$ cat config.mk
export PLATFORM = sky130hd
export DESIGN_NAME = mul16_seq
export DESIGN_NICKNAME = d
export VERILOG_FILES = /design/src/rtl/mul16_pkg.sv /design/src/rtl/mul16_seq_adder.sv /design/src/rtl/mul16_seq.sv
export SDC_FILE = /design/constraint.sdc
export NUM_CORES = 1
export LEC_CHECK = 0
export CORE_MARGIN = 8
export CORE_UTILIZATION = 35
export DETAILED_ROUTE_END_ITERATION = 7
export RECOVER_POWER = 25
export SYNTH_ARGS = -nofsm -noshare
export SYNTH_HDL_FRONTEND = slang
export SYNTH_SLANG_ARGS = --single-unit
export TNS_END_PERCENT = 1
$ cat constraint.sdc
create_clock -name clk -period 10.05 [get_ports clk]
set_input_delay 2.01 -clock clk [delete_from_list [all_inputs] [get_ports clk]]
set_output_delay 2.01 -clock clk [all_outputs]
set_load 0.005 [all_outputs]
$ cat src/rtl/mul16_pkg.sv
// mul16_pkg: shared FSM state type and sizing constants for the sequential 16x16 multiplier.
package mul16_pkg;
    localparam int MUL16_W     = 16;
    localparam int MUL16_STEPS = 16;
    typedef enum logic [1:0] {IDLE, BUSY, DONE} state_t;
endpackage

$ cat src/rtl/mul16_seq_adder.sv
// Adder16: 16-bit wrap-around adder; the carry out of bit 15 is discarded.
module Adder16 (
    input  logic [15:0] a,
    input  logic [15:0] b,
    output logic [15:0] out
);
    assign out = a + b;
endmodule

$ cat src/rtl/mul16_seq.sv
// mul16_seq: shift-and-add 16x16 multiplier, low 16 bits of the product, valid/ready on both sides.
// Define MUL16_OVF_EN to add the ovf output (full product exceeds 0xFFFF).
module mul16_seq
    import mul16_pkg::*;
(
    input  logic               clk,
    input  logic               rst_n,
    input  logic               in_valid,
    output logic               in_ready,
    input  logic [MUL16_W-1:0] a,
    input  logic [MUL16_W-1:0] b,
    output logic               out_valid,
    input  logic               out_ready,
    output logic [MUL16_W-1:0] out
`ifdef MUL16_OVF_EN
    ,
    output logic               ovf
`endif
);
    state_t               state_q, state_d;
    logic [MUL16_W-1:0]   a_q, a_d, b_q, b_d, acc_q, acc_d, res_q, res_d, sum;
    logic [4:0]           step_q, step_d;
    logic [2*MUL16_W-1:0] a_ext;
    logic                 bit_on;
`ifdef MUL16_OVF_EN
    logic                 ovf_acc_q, ovf_acc_d, ovf_q, ovf_d;
`endif

    Adder16 u_add (.a(acc_q), .b(a_ext[MUL16_W-1:0]), .out(sum));

    assign a_ext     = {{MUL16_W{1'b0}}, a_q} << step_q[3:0];
    assign bit_on    = b_q[step_q[3:0]] & ~step_q[4];
    assign in_ready  = state_q == IDLE;
    assign out_valid = state_q == DONE;
    assign out       = res_q;
`ifdef MUL16_OVF_EN
    assign ovf       = ovf_q;
`endif

    always_comb begin
        state_d = state_q;
        a_d     = a_q;
        b_d     = b_q;
        acc_d   = acc_q;
        step_d  = step_q;
        res_d   = res_q;
`ifdef MUL16_OVF_EN
        ovf_acc_d = ovf_acc_q;
        ovf_d     = ovf_q;
`endif
        unique case (state_q)
            IDLE: if (in_valid) begin
                a_d     = a;
                b_d     = b;
                acc_d   = '0;
                step_d  = '0;
                state_d = BUSY;
`ifdef MUL16_OVF_EN
                ovf_acc_d = 1'b0;
                ovf_d     = 1'b0;
`endif
            end
            // steps 0..15 add partial products; step 16 commits the result
            BUSY: if (step_q == 5'(MUL16_STEPS)) begin
                res_d   = acc_q;
                state_d = DONE;
`ifdef MUL16_OVF_EN
                ovf_d   = ovf_acc_q;
`endif
            end else begin
                acc_d  = bit_on ? sum : acc_q;
                step_d = step_q + 5'd1;
`ifdef MUL16_OVF_EN
                // overflow iff a partial product loses bits or the running sum wraps
                ovf_acc_d = ovf_acc_q | (bit_on & ((|a_ext[2*MUL16_W-1:MUL16_W]) | (sum < acc_q)));
`endif
            end
            DONE: state_d = out_ready ? IDLE : DONE;
            default: state_d = IDLE;
        endcase
    end

    always_ff @(posedge clk or negedge rst_n) begin
        if (!rst_n) begin
            state_q <= IDLE;
            a_q     <= '0;
            b_q     <= '0;
            acc_q   <= '0;
            step_q  <= '0;
            res_q   <= '0;
`ifdef MUL16_OVF_EN
            ovf_acc_q <= 1'b0;
            ovf_q     <= 1'b0;
`endif
        end else begin
            state_q <= state_d;
            a_q     <= a_d;
            b_q     <= b_d;
            acc_q   <= acc_d;
            step_q  <= step_d;
            res_q   <= res_d;
`ifdef MUL16_OVF_EN
            ovf_acc_q <= ovf_acc_d;
            ovf_q     <= ovf_d;
`endif
        end
    end
endmodule

==> Yosys cells after proc, flatten, opt, wreduce, memory -nomap -nowiden <==
Cells that the tools add are included.
W data, S select, Z words.
{ "word_totals": {"ff_bits": 71, "output_inout_bits": 18, "in_bits": 36} }
{ "op_classes": {"magnitude_cmp": 1, "n_reduce_logical": 7, "addsub": 2, "n_eq_ne": 7, "n_mux": 13, "bitwise": 2, "shifts": 1} }
{ "ops": {"columns": ["cell", "count"], "rows": [
  ["$mux W16", 3],
  ["$pmux W16 S2", 1],
  ["$add A16 B16 Y16", 1],
  ["$shl A16 B4 Y16", 1],
  ["$mux W5", 2],
  ["$pmux W5 S2", 1],
  ["$ne A2 B2 Y1 const B", 4],
  ["$mux W2", 3],
  ["$pmux W2 S3", 1],
  ["$reduce_and A2 Y1", 3],
  ["$add A5 B1 Y5 const B", 1],
  ["$eq A5 B5 Y1 const B", 1],
  ["$lt A4 B5 Y1 const B", 1],
  ["$bmux W1 S4", 1],
  ["$reduce_and A4 Y1", 1],
  ["$reduce_and A3 Y1", 1],
  ["$eq A2 B1 Y1 const B", 1],
  ["$eq A2 B2 Y1 const B", 1],
  ["$logic_not A2 Y1", 1],
  ["$reduce_bool A2 Y1", 1],
  ["$and A1 B1 Y1", 1],
  ["$mux W1", 1],
  ["$not A1 Y1", 1]
]} }

==> Logic depth before layout (Yosys ltp) <==
Gate-level depths: netlist of run 1.
{ "logic_depth": {"ltp_word": 6, "mapped_depth": 16} }

==> By module <==
From an unflattened synthesis of run 1, not the netlist that was laid out.
{ "unflattened": {"hier_cells": 537, "area_unflattened_um2": 4885.9} }
{ "by_module_without_submodules": {"columns": ["mod", "seq_area_each_um2", "n_inst", "cells_each", "area_each_um2"], "rows": [
  ["mul16_seq", 1776.7, 1, 430, 4032.6],
  ["Adder16", 0.0, 1, 107, 853.3]
]} }

==> Worst setup path before layout of run 1 <==
No wires, ideal clock.
{ "synth_path": {"path_type": "register to register", "start": "register step_q[1]", "end": "register acc_q[15]", "required_time_ps": 9977, "stages_incl_launch_ff": 15, "arrival_time_ps": 3177, "synth_period_minus_slack_ps": 3250, "path_slack_ps": 6800, "cell_sequence": "dfrtp_1 -> buf_4 -> buf_2 -> buf_1 -> mux4_2 -> mux2i_1 -> o22ai_1 -> ha_1 -> a211oi_1 -> nor2_1 -> o31ai_1 -> a21oi_1 -> o31a_1 -> nor3_2 -> a2bb2oi_2"} }
{ "synth_between": {"elab_chain_len": 5, "elab_cells_between_ends": 12} }
{ "synth_rtl": {"columns": ["element", "line", "source"], "rows": [
  ["start, declared", "mul16_seq.sv:22", "logic [4:0] step_q, step_d;"],
  ["start signal, assigned", "mul16_seq.sv:100", "step_q <= step_d;"],
  ["$shl A16 B4 Y16 or $bmux W1 S4 (tied branches)", "mul16_seq.sv:31, mul16_seq.sv:32", null],
  ["$add A16 B16 Y16 or $mux W1 (tied branches)", "mul16_seq_adder.sv:7, mul16_seq.sv:32", null],
  ["$mux W16 or $and A1 B1 Y1 (tied branches)", "mul16_seq.sv:71, mul16_seq.sv:32", null],
  ["$mux W16 or $ne A2 B2 Y1 (tied branches)", null, null],
  ["$pmux W16 S2 or $reduce_and A4 Y1 (tied branches)", null, null],
  ["end signal, assigned", "mul16_seq.sv:88", "acc_q <= '0;"],
  ["end signal, assigned", "mul16_seq.sv:99", "acc_q <= acc_d;"],
  ["end, declared", "mul16_seq.sv:21", "logic [MUL16_W-1:0] a_q, a_d, b_q, b_d, acc_q, acc_d, res_q, res_d, sum;"]
]} }
Several ways; a longest one is shown, not always the timed one. The select of a mux whose other input is x is not followed.
A chain may end at the register's enable or synchronous reset.

==> results of run 1 <==
==> stage by stage <==
step	hold slack, ns	instances	worst slack (ns)
6_report	0.4632	648	4.938
5_1_grt	0.4768	648	3.942
4_1_cts	0.4687	648	6.106
3_5_place_dp	0.4565	634	6.119
3_3_place_gp	0.4555	634	6.233
2_1_floorplan	0.4373	455	6.800
==> synthesized netlist by cell type, drive strengths merged, types with 3 or more instances <==
cell type  number
nand2         117
dfrtp          71
nor2           28
o21ai          23
mux2           20
nand3          18
a21oi          17
ha             17
a211oi         12
buf            12
clkbuf         12
inv            12
mux2i          12
mux4           10
nor2b           7
nor3            7
xnor2           7
a21o            5
o21a            5
xor2            5
a21boi          4
nand2b          4
o211ai          4
o22ai           4
o31ai           4
a31oi           3
and2            3
nand4           3
==> power breakdown <==
part	total (mW)	switching, mW	internal (mW)
sequential	0.555	0.143	0.412
clock	0.329	0.115	0.214
combinational	1.06	0.546	0.512
total	1.94	0.804	1.14
==> metal layers <==
layer  GRT usage  share of wire  vias up
li1            -              -     1678
met1      0.1570           0.47     1581
met2      0.2050           0.46       56
met3     0.03770          0.052       15
met4     0.06936          0.023        0
met5           0              0        -
==> layout make-up <==
cell class | count | area [um^2]
multi-input combinational | 348 | 2325
clock inverter | 4 | 72.57
fill | 1176 | 6785
timing repair buffer | 56 | 544.3
clock buffer | 10 | 229.0
inverter | 12 | 45.04
tap | 147 | 183.9
sequential | 71 | 1777
==> how the worst max path moves through the flow <==
| stage | end |
|---|---|
| floorplan | acc_q[15]$_DFFE_PN0P_ |
| global placement | acc_q[15]$_DFFE_PN0P_ |
| detailed placement | acc_q[13]$_DFFE_PN0P_ |
| CTS | acc_q[15]$_DFFE_PN0P_ |
| global route | a_q[0]$_DFFE_PN0P_ |
| finish | a_q[8]$_DFFE_PN0P_ |
==> flip-flops by register name, summed over array words and instances (netlist names) <==
name / count
acc_q: 16
out: 16
b_q: 16
step_q: 5
state_q: 2
a_q: 16
==> cell families after synthesis <==
family                   share of synthesized area
AND/OR/NAND/NOR                             0.1960
AO/OA/AOI/OAI                               0.1318
flip-flops                                  0.4167
multiplexers                                0.1382
buffers and inverters                      0.03814
adder cells (fa/ha/maj)                    0.05458
XOR/XNOR                                   0.02465
==> impl_results.md, run 1 <==
- Status: finished, violations left
- Violated checks: max-capacitance violations, max-slew violations
- Crit-path max FO: 71
- Port-buffer cells: 53
- Synth Instances: 455
- Num CTS Buffers: 9
- WP buf/inv: 2
- Worst hold path depth: 2
- Tot GR Track Use: 0.1297
- Commonest non-fill, non-tap cell in the layout: nand2_1
- Final Util: 0.4327
- Dpl cell area: 4878 um^2
- Crit path kind: input pin to async pin
- Sequential share of the synthesized area: 0.4167
- Post-CTS sizing: 0
- Root Driver: clkbuf_16
- Number of routed nets with antenna violations: 0
- Rows: 40
- Area contributors post-synth: dfrtp_1, nand2_1, ha_1, mux2_2, mux4_2
- Final period utilization: 0.5087
- Static Leakage: 2.401 nW
- EDFF count, synth: 0
- Ports: 54
- Core Region: 11960 um^2
- Die Height: 126.4 um
- Slew Limit Headroom: -1.461
- Endpoint class of the critical path: async pin
- Maxcap violations: 1
- Unrepaired setup endpoints after global routing: no
- CTS Sinks: 71
- Top-area cell type share of the netlist area: 0.4167
- Die area: 15970 um^2
- IR drop worst, VDD: 0.1243 mV
- Worst Setup SP: rst_n
- Critical R2R Capture: acc_q[13]$_DFFE_PN0P_
- Initial Util: 0.3565
- Worst-Margin Slew: 3.692 ns
- Pwr dens: 375.2 nW/um^2
- HPWL Detailed: 7102 um
- Hold Crit Start: b_q[8]$_DFFE_PN0P_
- Max clock buf depth: 2
- WL final: 9509 um
- Gpl congestion: 0.8717
- Largest area contributor in the netlist: dfrtp_1
- Clock slew at reported path FFs: 0.05 ns
- Fin. Hold Viols: 0
- Nature of the critical path startpoint: input pin
- Vias per cell: 5.139
- Post-Route Setup TNS: 0 ns
- Fin nets: 552
- Worst stage delay on the critical path: 2.59 ns
- Yosys warns: 0
- Number of global-route vias before repair: 3448
- Hold EP: b_q[8]$_DFFE_PN0P_
- Clock Skew: 0.007005 ns
- Crit path cell chain: buf_2 -> clkbuf_1
- Ys flop type: dfrtp_1
- Die Wd: 126.4 um
- Final Total Pwr: 1.942 mW
- Drc violations: 0
- DRT Pass-1 Iters: 4
- Syn Area/Cell: 9.372 um^2
- R2R cell count: 14
- Min Tclk post-route: 5.112 ns
- Slew Limit Fails: 72
- Cell Area, Synth: 4264 um^2
- HP Class: flop to flop
- Distinct cell type count after synthesis: 51
- Crit path depth: 2
- Diodes inserted: 0
- Finished layout cell area: 5176 um^2
- Setup Viol. Count Final: 0
- Mapped Nets: 509
- Asr flop ratio synth: 1.000
- # hold bufs at CTS: 0
- TritonCTS clock tree: built
- FMAX: 0.1956 GHz
- Layout cells sized above 1: 0.1138
- FF-to-FF Start: step_q[1]$_DFFE_PN0P_
- Most frequent cells in the layout: nand2_1, dfrtp_1, clkdlybuf4s50_1, nor2_1, nand3_1
- H-tree levels: 3
- Vias: 3330
- Crit-path slowest cell: clkbuf_1
- Synthesis-stage register bit count: 71
- Initial drt markers: 210
- CP Data Arrival Time: 4.71 ns
- Worst-Skew Late Latency: 0.35 ns
- Crit path max-delay family: buffers and inverters
- Initial antenna violation count: 0
- First-pass GRT wire length: 16750 um
- Reg2reg setup slack: 6.10 ns
- Largest net degree at the start of global routing: 72
- GR Overflow Total: 0
- WL/cell: 14.67 um
- Synthesis-to-layout area growth: 21.39%
- CP Data Required Time: 9.65 ns
- Postcts setup bufs: 0
(Power assumes the default switching activity.)
==> run 2: changes to the inputs <==
Clock period 10.05 ns to 4.89 ns, I/O delays scaled along.
==> run 2 against run 1 <==
Net effect: the run still ends with max-capacitance violations, max-slew violations left; clock power up 81%; sequential share of layout area grew 0.22 points; combinational power rose by 110%; clock skew is 0.00056 ns higher; sequential power is 110% higher; setup slack lost 3.9 ns; first-iteration DRC count is 13% lower; via count down 0.93%; critical path depth rose by 12; die area is the same; final cell count grew 0.15%; cell area fell by 0.63%; critical path type is now flop to flop; critical endpoint is now acc_q[15]$_DFFE_PN0P_; largest power group unchanged; highest routed layer unchanged.
==> impl_results.md, run 2 (same netlist as run 1, synthesis figures left out) <==
- Num CTS Buffers: 9 (unchanged)
- Crit path cell chain: mux2i_1 -> nor2_1 -> a31oi_1 -> nor2_1 -> a21oi_1 -> nor2_1 -> ha_1 -> a21oi_1 -> nand2_1 -> o211ai_1 -> nor2_1 -> o31a_1 -> nor3_2 -> a2bb2oi_2 (was buf_2 -> clkbuf_1)
- CP Data Required Time: 5.15 ns (was 9.65 ns)
- Port-buffer cells: 53 (unchanged)
- Final Util: 0.4300 (was 0.4327)
- Status: finished, violations left (unchanged)
- Most frequent cells in the layout: nand2_1, dfrtp_1, clkdlybuf4s50_1, nor2_1, nand3_1 (unchanged)
- # hold bufs at CTS: 0 (unchanged)
- Number of global-route vias before repair: 3293 (was 3448)
- CTS Sinks: 71 (unchanged)
- Diodes inserted: 0 (unchanged)
- HP Class: flop to flop (unchanged)
- Min Tclk post-route: 3.857 ns
- Layout fillers: 1161 (was 1176)
- Worst-Skew Late Latency: 0.33 ns (was 0.35 ns)
- Gpl congestion: 0.8725 (was 0.8717)
- Reg2reg setup slack: 1.03 ns (was 6.10 ns)
- Max clock buf depth: 2 (unchanged)
- Fin. Hold Viols: 0 (unchanged)
- Die Height: 126.4 um (unchanged)
- WL/cell: 15.09 um (was 14.67 um)
- GR Overflow Total: 0 (unchanged)
- Critical R2R Capture: acc_q[15]$_DFFE_PN0P_ (was acc_q[13]$_DFFE_PN0P_)
- Largest net degree at the start of global routing: 39 (was 72)
- Worst slack at placement: 1.015 ns (was 6.119 ns)
- Vias per cell: 5.083 (was 5.139)
- Commonest non-fill, non-tap cell in the layout: nand2_1 (unchanged)
- Post-CTS sizing: 0 (unchanged)
- Clock network power share: 0.152 (was 0.169)
- Initial antenna violation count: 0 (unchanged)
- Worst stage delay on the critical path: 1.05 ns (was 2.59 ns)
- Sw frac: 0.4257 (was 0.4141)
- Violated checks: max-capacitance violations, max-slew violations (unchanged)
- Comb power frac: 0.556 (was 0.545)
- Nature of the critical path startpoint: flop (was input pin)
- TritonCTS clock tree: built (unchanged)
- Hold EP: b_q[6]$_DFFE_PN0P_ (was b_q[8]$_DFFE_PN0P_)
- R2R cell count: 14 (unchanged)
- Int Pwr: 2.252 mW (was 1.138 mW)
- Pwr dens: 762.4 nW/um^2 (was 375.2 nW/um^2)
- Die area: 15970 um^2 (unchanged)
- CP Data Arrival Time: 4.12 ns (was 4.71 ns)
- H-tree levels: 3 (unchanged)
- Vias: 3299 (was 3330)
- Postcts setup bufs: 0 (unchanged)
- Crit-path max FO: 30 (was 71)
- Slew Limit Fails: 73 (was 72)
- DRT Pass-1 Iters: 4 (unchanged)
- Worst-Margin Slew: 1.867 ns (was 3.692 ns)
- Hold Crit Start: b_q[6]$_DFFE_PN0P_ (was b_q[8]$_DFFE_PN0P_)
- Static Leakage: 2.383 nW (was 2.401 nW)
- Crit-path most repeated cell: nor2_1
- Synthesis-to-layout area growth: 20.63% (was 21.39%)
- Crit path kind: flop to flop (was input pin to async pin)
- Final period utilization: 0.7887
- Slew Limit Headroom: -0.2449 (was -1.461)
- FMAX: 0.2593 GHz
- Tot GR Track Use: 0.1281 (was 0.1297)
- IR drop worst, VDD: 0.2173 mV (was 0.1243 mV)
- Setup Viol. Count Final: 0 (unchanged)
- Root Driver: clkbuf_16 (unchanged)
- Number of routed nets with antenna violations: 0 (unchanged)
- Initial drt markers: 183 (was 210)
- Sw Pwr: 1.669 mW (was 0.8042 mW)
- HPWL Detailed: 7430 um (was 7102 um)
- Ports: 54 (unchanged)
- Endpoint class of the critical path: flop (was async pin)
- Unrepaired setup endpoints after global routing: no (unchanged)
- Worst hold path depth: 2 (unchanged)
- Maxcap violations: 2 (was 1)
- Drc violations: 0 (unchanged)
- Crit-path slowest cell: dfrtp_1 (was clkbuf_1)
- Clock Skew: 0.007564 ns (was 0.007005 ns)
- First-pass GRT wire length: 16430 um (was 16750 um)
- Initial Util: 0.3565 (unchanged)
- Fin nets: 552 (unchanged)
- Clock slew at reported path FFs: 0.06 ns (was 0.05 ns)
- Layout cells sized above 1: 0.1155 (was 0.1138)
- FF-to-FF Start: step_q[1]$_DFFE_PN0P_ (unchanged)
- Die Wd: 126.4 um (unchanged)
- Rows: 40 (unchanged)
- Worst Setup Slack, final: 1.033 ns (was 4.938 ns)
- Post-Route Setup TNS: 0 ns (unchanged)
- Sequential share of power: 0.292 (was 0.286)
- Core Region: 11960 um^2 (unchanged)
- WL final: 9795 um (was 9509 um)
run 2: cell types whose count changed in the layout (fill, tap and decap cells not counted), sizes merged:
cell | previous run | this run
bufinv | 2 | 0
inv | 12 | 13
buf | 3 | 1
clkinvlp | 1 | 2
clkinv | 1 | 2
clkbuf | 11 | 13
run 2: worst max-delay path, delay by kind of cell, from the launching register on:
family,cells,cell delay [ns]
AO/OA/AOI/OAI,6,1.42
flip-flops,1,1.05
AND/OR/NAND/NOR,6,0.63
adder cells (fa/ha/maj),1,0.36
multiplexers,1,0.32
run 2: final cells by class:
cell class | instances | area, um^2 | area share
repair buffers | 56 | 540.5 | 0.1051
inverters | 12 | 45.04 | 0.008757
clock buffers | 10 | 239.0 | 0.04646
well taps | 147 | 183.9 | 0.03576
clock inverters | 5 | 33.78 | 0.006568
multi-input cells | 348 | 2325 | 0.4520
flip-flops and latches | 71 | 1777 | 0.3454
run 2: stage by stage:
step                      total power [mW]  cell area (um^2)  std cells  hold slack [ns]
final                                3.921              5144        649           0.4725
after global routing                 4.261              5144        649           0.4965
after CTS                            3.975              5151        649           0.4749
after detailed placement             3.352              4878        634           0.4580
after global placement               3.325              4878        634           0.4568
after floorplan                      2.827              4264        455           0.4373
run 2: worst max path at each step:
stage	start	endpoint	slack (ns)	cells past startpoint
3_5_place_dp	step_q[1]$_DFFE_PN0P_	acc_q[13]$_DFFE_PN0P_	1.02	14
4_1_cts	step_q[1]$_DFFE_PN0P_	acc_q[15]$_DFFE_PN0P_	1.0	14
3_3_place_gp	step_q[0]$_DFFE_PN0P_	acc_q[15]$_DFFE_PN0P_	1.03	11
2_1_floorplan	step_q[1]$_DFFE_PN0P_	acc_q[15]$_DFFE_PN0P_	1.64	14
5_1_grt	step_q[1]$_DFFE_PN0P_	acc_q[13]$_DFFE_PN0P_	0.58	14
6_report	step_q[1]$_DFFE_PN0P_	acc_q[15]$_DFFE_PN0P_	1.03	14
run 2: per-layer routing:
| layer | share of wire | track usage | wire length (um) |
|---|---|---|---|
| met5 | 0 | 0 | 0 |
| met4 | 0.013 | 0.04883 | 129 |
| met2 | 0.45 | 0.2035 | 4449 |
| met1 | 0.48 | 0.1626 | 4729 |
| met3 | 0.050 | 0.03519 | 488 |
run 2: power groups by stage:
stage	Sequential [mW]	Clock, mW	Combinational (mW)
after floorplan	0.990	0	1.84
after global placement	1.15	0	2.17
after detailed placement	1.16	0	2.19
after CTS	1.15	0.623	2.20
after global routing	1.20	0.638	2.42
final	1.15	0.595	2.18
